`src/rtl/ysyx_25060173_mem_arbiter.sv`:
```
// Shares the single memory port between IFU and LSU: round-robin grant,
// one outstanding transaction, response routing and response timeout.
module ysyx_25060173_mem_arbiter #(
  parameter int unsigned TIMEOUT = 255
) (
  input  logic        clk,
  input  logic        reset,
  input  logic        ifu_req_valid,
  output logic        ifu_req_ready,
  input  logic [31:0] ifu_addr,
  output logic        ifu_resp_valid,
  output logic [31:0] ifu_rdata,
  output logic        ifu_resp_err,
  input  logic        lsu_req_valid,
  output logic        lsu_req_ready,
  input  logic [31:0] lsu_addr,
  input  logic        lsu_wen,
  input  logic [31:0] lsu_wdata,
  input  logic [3:0]  lsu_wstrb,
  output logic        lsu_resp_valid,
  output logic [31:0] lsu_rdata,
  output logic        lsu_resp_err,
  output logic        mem_req_valid,
  input  logic        mem_req_ready,
  output logic [31:0] mem_addr,
  output logic        mem_wen,
  output logic [31:0] mem_wdata,
  output logic [3:0]  mem_wstrb,
  input  logic        mem_resp_valid,
  input  logic [31:0] mem_rdata,
  input  logic        mem_resp_err,
  output logic        busy
);

  localparam int unsigned AW = 32;
  localparam int unsigned DW = 32;
  localparam int unsigned SW = 4;
  localparam int unsigned CW = 8;
  localparam logic [CW-1:0] TO_LAST = CW'(TIMEOUT - 1);

  localparam logic GNT_IFU = 1'b0;
  localparam logic GNT_LSU = 1'b1;

  typedef enum logic [1:0] {
    ST_IDLE = 2'd0,
    ST_REQ  = 2'd1,
    ST_RESP = 2'd2
  } state_e;

  state_e        state_q, state_d;
  logic          last_grant_q, last_grant_d;
  logic          grant_id_q, grant_id_d;
  logic [CW-1:0] cnt_q, cnt_d;
  logic [AW-1:0] addr_q, addr_d;
  logic          wen_q, wen_d;
  logic [DW-1:0] wdata_q, wdata_d;
  logic [SW-1:0] wstrb_q, wstrb_d;

  logic          pick_valid_c;
  logic          pick_lsu_c;
  logic          timeout_c;

  // Round-robin pick: on a tie, grant the requester not served last
  always_comb begin
    pick_valid_c = ifu_req_valid | lsu_req_valid;
    if (ifu_req_valid && lsu_req_valid) begin
      pick_lsu_c = (last_grant_q == GNT_IFU);
    end else begin
      pick_lsu_c = lsu_req_valid;
    end
  end

  assign timeout_c = (cnt_q == TO_LAST);

  // State and latched-request registers
  always_ff @(posedge clk) begin
    if (reset) begin
      state_q      <= ST_IDLE;
      last_grant_q <= GNT_LSU;
      grant_id_q   <= GNT_IFU;
      cnt_q        <= '0;
      addr_q       <= '0;
      wen_q        <= 1'b0;
      wdata_q      <= '0;
      wstrb_q      <= '0;
    end else begin
      state_q      <= state_d;
      last_grant_q <= last_grant_d;
      grant_id_q   <= grant_id_d;
      cnt_q        <= cnt_d;
      addr_q       <= addr_d;
      wen_q        <= wen_d;
      wdata_q      <= wdata_d;
      wstrb_q      <= wstrb_d;
    end
  end

  // Next-state, grant capture and timeout counter
  always_comb begin
    state_d      = state_q;
    last_grant_d = last_grant_q;
    grant_id_d   = grant_id_q;
    cnt_d        = cnt_q;
    addr_d       = addr_q;
    wen_d        = wen_q;
    wdata_d      = wdata_q;
    wstrb_d      = wstrb_q;
    case (state_q)
      ST_IDLE: begin
        if (pick_valid_c) begin
          state_d      = ST_REQ;
          last_grant_d = pick_lsu_c;
          grant_id_d   = pick_lsu_c;
          if (pick_lsu_c) begin
            addr_d  = lsu_addr;
            wen_d   = lsu_wen;
            wdata_d = lsu_wdata;
            wstrb_d = lsu_wen ? lsu_wstrb : '0;
          end else begin
            addr_d  = ifu_addr;
            wen_d   = 1'b0;
            wdata_d = '0;
            wstrb_d = '0;
          end
        end
      end
      ST_REQ: begin
        if (mem_req_ready) begin
          state_d = ST_RESP;
          cnt_d   = '0;
        end
      end
      ST_RESP: begin
        cnt_d = cnt_q + CW'(1);
        if (mem_resp_valid || timeout_c) begin
          state_d = ST_IDLE;
        end
      end
      default: state_d = ST_IDLE;
    endcase
  end

  // Outputs: handshakes, memory request and response routing
  always_comb begin
    logic          rv;
    logic [DW-1:0] rd;
    logic          re;
    rv             = 1'b0;
    rd             = '0;
    re             = 1'b0;
    ifu_req_ready  = 1'b0;
    lsu_req_ready  = 1'b0;
    ifu_resp_valid = 1'b0;
    ifu_rdata      = '0;
    ifu_resp_err   = 1'b0;
    lsu_resp_valid = 1'b0;
    lsu_rdata      = '0;
    lsu_resp_err   = 1'b0;
    mem_req_valid  = 1'b0;
    mem_addr       = '0;
    mem_wen        = 1'b0;
    mem_wdata      = '0;
    mem_wstrb      = '0;
    busy           = 1'b0;
    if (!reset) begin
      mem_addr  = addr_q;
      mem_wen   = wen_q;
      mem_wdata = wdata_q;
      mem_wstrb = wstrb_q;
      case (state_q)
        ST_IDLE: begin
          if (pick_valid_c) begin
            ifu_req_ready = ~pick_lsu_c;
            lsu_req_ready = pick_lsu_c;
          end
        end
        ST_REQ: begin
          mem_req_valid = 1'b1;
          busy          = 1'b1;
        end
        ST_RESP: begin
          busy = 1'b1;
          if (mem_resp_valid) begin
            rv = 1'b1;
            rd = wen_q ? '0 : mem_rdata;
            re = mem_resp_err;
          end else if (timeout_c) begin
            rv = 1'b1;
            re = 1'b1;
          end
        end
        default: busy = 1'b0;
      endcase
      if (grant_id_q == GNT_LSU) begin
        lsu_resp_valid = rv;
        lsu_rdata      = rd;
        lsu_resp_err   = re;
      end else begin
        ifu_resp_valid = rv;
        ifu_rdata      = rd;
        ifu_resp_err   = re;
      end
    end
  end

endmodule
```
`config.mk`:
```
export PLATFORM = sky130hd
export DESIGN_NAME = ysyx_25060173_mem_arbiter
export DESIGN_NICKNAME = d
export VERILOG_FILES = /design/src/rtl/ysyx_25060173_mem_arbiter.sv
export SDC_FILE = /design/constraint.sdc
export NUM_CORES = 1
export LEC_CHECK = 0
export CELL_PAD_IN_SITES_DETAIL_PLACEMENT = 2
export CELL_PAD_IN_SITES_GLOBAL_PLACEMENT = 2
export CORE_MARGIN = 2
export CORE_UTILIZATION = 17
export CTS_BUF_LIST = sky130_fd_sc_hd__clkbuf_8
export DETAILED_ROUTE_END_ITERATION = 12
export HOLD_SLACK_MARGIN = 0.15
export PLACE_DENSITY_LB_ADDON = 0.15
export RECOVER_POWER = 25
export SLEW_MARGIN = 20
export SYNTH_ARGS = -nofsm -noshare
export SYNTH_HDL_FRONTEND = slang
export SYNTH_SLANG_ARGS = --single-unit
```
`constraint.sdc`:
```
create_clock -name clk -period 1.8 [get_ports clk]
set_input_delay 0.27 -clock clk [delete_from_list [all_inputs] [get_ports clk]]
set_output_delay 0.27 -clock clk [all_outputs]
set_load 0.05 [all_outputs]
```
==> impl_metrics.csv <==
group,metric,value,unit
cts,ctsRootBufferMaster,"clkbuf_8",
timing,clock.fmax,444,MHz
yosys,synth_area,3960,µm²
yosys,synth_top_flop_cell,"dfxtp_1",
worst_setup_path,startpoint_type,"flop",
power,p_per_area,902,nW/µm²
floorplanning,chipWidth,157,µm
yosys,synth_edf_count,0,
worst_setup_path,ff2ff_path_depth,12,
timing,worst_pin_slew,440,ps
timing,relSlewSlack,70.6,%
yosys,synth_top_area_share,40.9,%
finish,num-nets-final,904,
timing,final_max_slew_viol_count,0,
global_route,grt_first_pass_wirelength,29500,µm
finish,area_growth,131,%
finish,final_cells,1075,
run_status,status,"complete, but fails checks",
worst_setup_path,path_max_fanout,8,
route,wl_per_cell,19.7,µm
global_route,antenna_found_initial,1,
power,max-vdd-ir-drop,388,µV
yosys,yosys-top-cells-area,"dfxtp_1 41%, and2_1 14%, nor2b_1 11%, a22o_1 7.3%, a221o_1 5.6%",
cts,path_clk_slew,90,ps
yosys,seq_area_frac_synth,40.9,%
worst_setup_path,worstSetupPathType,"reg2out",
floorplanning,boundaryPins,281,
global_route,track_usage,15.8,%
global_route,grt-ovfl-total,0,
worst_setup_path,worstReg2RegEnd,"addr_q[8]",
floorplanning,core_area,22800,µm²
yosys,mappedNetlistNets,573,
timing,final.period_utilization,125,%
yosys,syn_inst,426,
yosys,synth_cell_types,39,
placed_design,port_buffers,280,
finish,multi_input_area,2530,µm²
cts,clock_sinks,81,
global_route,grt_pass1_vias,5066,
timing,setup_viol_count_final,118,
finish,diodes,0,
route,wl,21100,µm
power,fin_total_pwr,8.27,mW
yosys,async_flop_share,0,%
worst_setup_path,critPathCapture,"lsu_rdata[11]",
yosys,synth_top_area_cell,"dfxtp_1",
floorplanning,dieArea,24500,µm²
worst_setup_path,critPathRequiredTime,1530,ps
yosys,yosysMostFrequentCell,"and2_1",
cts,cts_tree,"done",
finish,drive_gt1_share,45.7,%
run_status,violations,"negative setup slack",
route,vias_per_cell,4.26,
finish,fillCellCount,2402,
route,dr.pass1.iters,4,
worst_setup_path,endpoint_kind,"primary output",
floorplanning,start_util,17.4,%
route,drc,0,
placed_design,dp.cells,1019,
finish,regArea,1630,µm²
timing,fin_skew,15.5,ps
worst_setup_path,startpoint,"state_q[0]",
timing,finalHoldViolations,0,
cts,hold_buffers,0,
power,leakagePower,3.78,nW
placed_design,dp_hpwl,14700,µm
yosys,yosys_warnings,0,
floorplanning,fp.dieH,157,µm
flow_run,cap_violations,0,
cts,cts_inserted_buffers,9,
yosys,avgSynthCellArea,9.30,µm²
timing,rsz0062_at_grt,"true",
route,vias,4579,
worst_setup_path,worstReg2RegStart,"state_q[0]",
worst_hold_path,hold_path_class,"in2reg",
floorplanning,rows,55,
cts,clk_latency,380,ps
route,antenna_left,0,
cts,cts_buffer_depth,2,
worst_setup_path,cp.arrival,1980,ps
yosys,ys_seq_elements,81,
route,drt-initial-drc-count,131,
cts,h-tree-depth,3,
timing,setup_slack,-454,ps
yosys,yosys-top-cells-count,"88 x and2_1, 81 x dfxtp_1, 72 x nor2b_1",
placed_design,place_congestion,0.785,
global_route,grt_max_degree,61,
worst_setup_path,rrSetupSlack,-240,ps
timing,finalCriticalPeriod,2250,ps
==> sequential cells by signal (all words and copies together) (netlist names) <==
name and flops:
addr_q 32, wdata_q 32, cnt_q 8, wstrb_q 4, state_q 2, grant_id_q 1, last_grant_q 1, wen_q 1
==> how the worst min path moves through the flow <==
stage | startpoint | slack, ps | cells after the start | end
2_1_floorplan | lsu_addr[18] | 380 | 2 | addr_q[18]
3_5_place_dp | addr_q[11] | 490 | 2 | addr_q[11]
3_3_place_gp | cnt_q[6] | 470 | 2 | cnt_q[6]
5_1_grt | reset | 420 | 3 | grant_id_q
6_report | reset | 400 | 3 | addr_q[0]
4_1_cts | reset | 400 | 3 | grant_id_q
==> metrics by stage <==
stage               util [%]  hold WS, ps  setup slack [ps]  TNS (ps)  instance area (µm²)
finish                  40.2          401              -454    -34270                 9160
global route            40.2          417              -526    -43420                 9160
CTS                     38.3          400              -483    -32480                 8720
detailed placement      35.2          493              -121     -8690                 8020
global placement        35.2          465             -63.4     -3260                 8020
floorplan                  -          379              -375      -751                 4090
==> cell families after synthesis <==
kind of cell,count (synthesis),share of synthesized area (%)
DFF,81,40.9
buffers and inverters,42,5.24
AOI/OAI and AO/OA,86,19.6
adders and majority gates,7,2.21
muxes,2,0.505
xor gates and xnor gates,5,1.11
and+or+nand+nor,203,30.4
==> metal layers <==
| layer | part of all wire, % | GRT usage (%) |
|---|---|---|
| met5 | 0.062 | 0 |
| met4 | 2.1 | 5.72 |
| met3 | 9.0 | 5.48 |
| met2 | 51 | 28.6 |
| met1 | 38 | 17.0 |
==> worst max-delay path, stage by stage, from the launching register on <==
cell,delay [ps]
dfxtp_2,340
inv_2,70
ha_4,140
inv_4,40
nor2_4,100
buf_6,110
and4b_4,340
clkbuf_16,190
and2_4,160
buf_12,130
==> area by class of cell <==
type                            instances  share of cell area, %
Timing Repair Buffer                  354                   47.6
Multi-Input combinational cell        303                   27.6
Sequential cell                        81                   17.8
Tap cell                              313                   4.27
Clock buffer                           10                   1.50
Clock inverter                          6                  0.806
Inverter                                8                  0.382
==> what timing repair did <==
| item | in CTS | in global routing |
|---|---|---|
| setup buffers | 17 | 12 |
| gates resized for setup | 68 | 74 |
| endpoints found under the setup margin | 117 | 140 |
| gates cloned | 5 | 11 |
| hold endpoints to repair | 0 | 0 |
| pin swaps | 30 | 52 |
==> layout by cell type, fill, tap and decap left out, types with 7 or more instances in the layout <==
master,instances
dfxtp_1,77
and2_4,84
a22o_1,33
nor2_1,15
nor2b_1,70
clkbuf_16,7
a221o_1,22
a222oi_1,8
buf_4,72
clkbuf_8,10
clkbuf_2,19
buf_12,86
nand2_1,8
buf_8,7
clkdlybuf4s50_1,138
buf_6,21
==> power breakdown <==
| group | switching (mW) | total (mW) | internal (mW) |
|---|---|---|---|
| logic | 2.28 | 4.52 | 2.23 |
| clock network | 0.758 | 1.45 | 0.695 |
| registers | 0.148 | 2.30 | 2.15 |
Power figures use the tool's default switching activity.
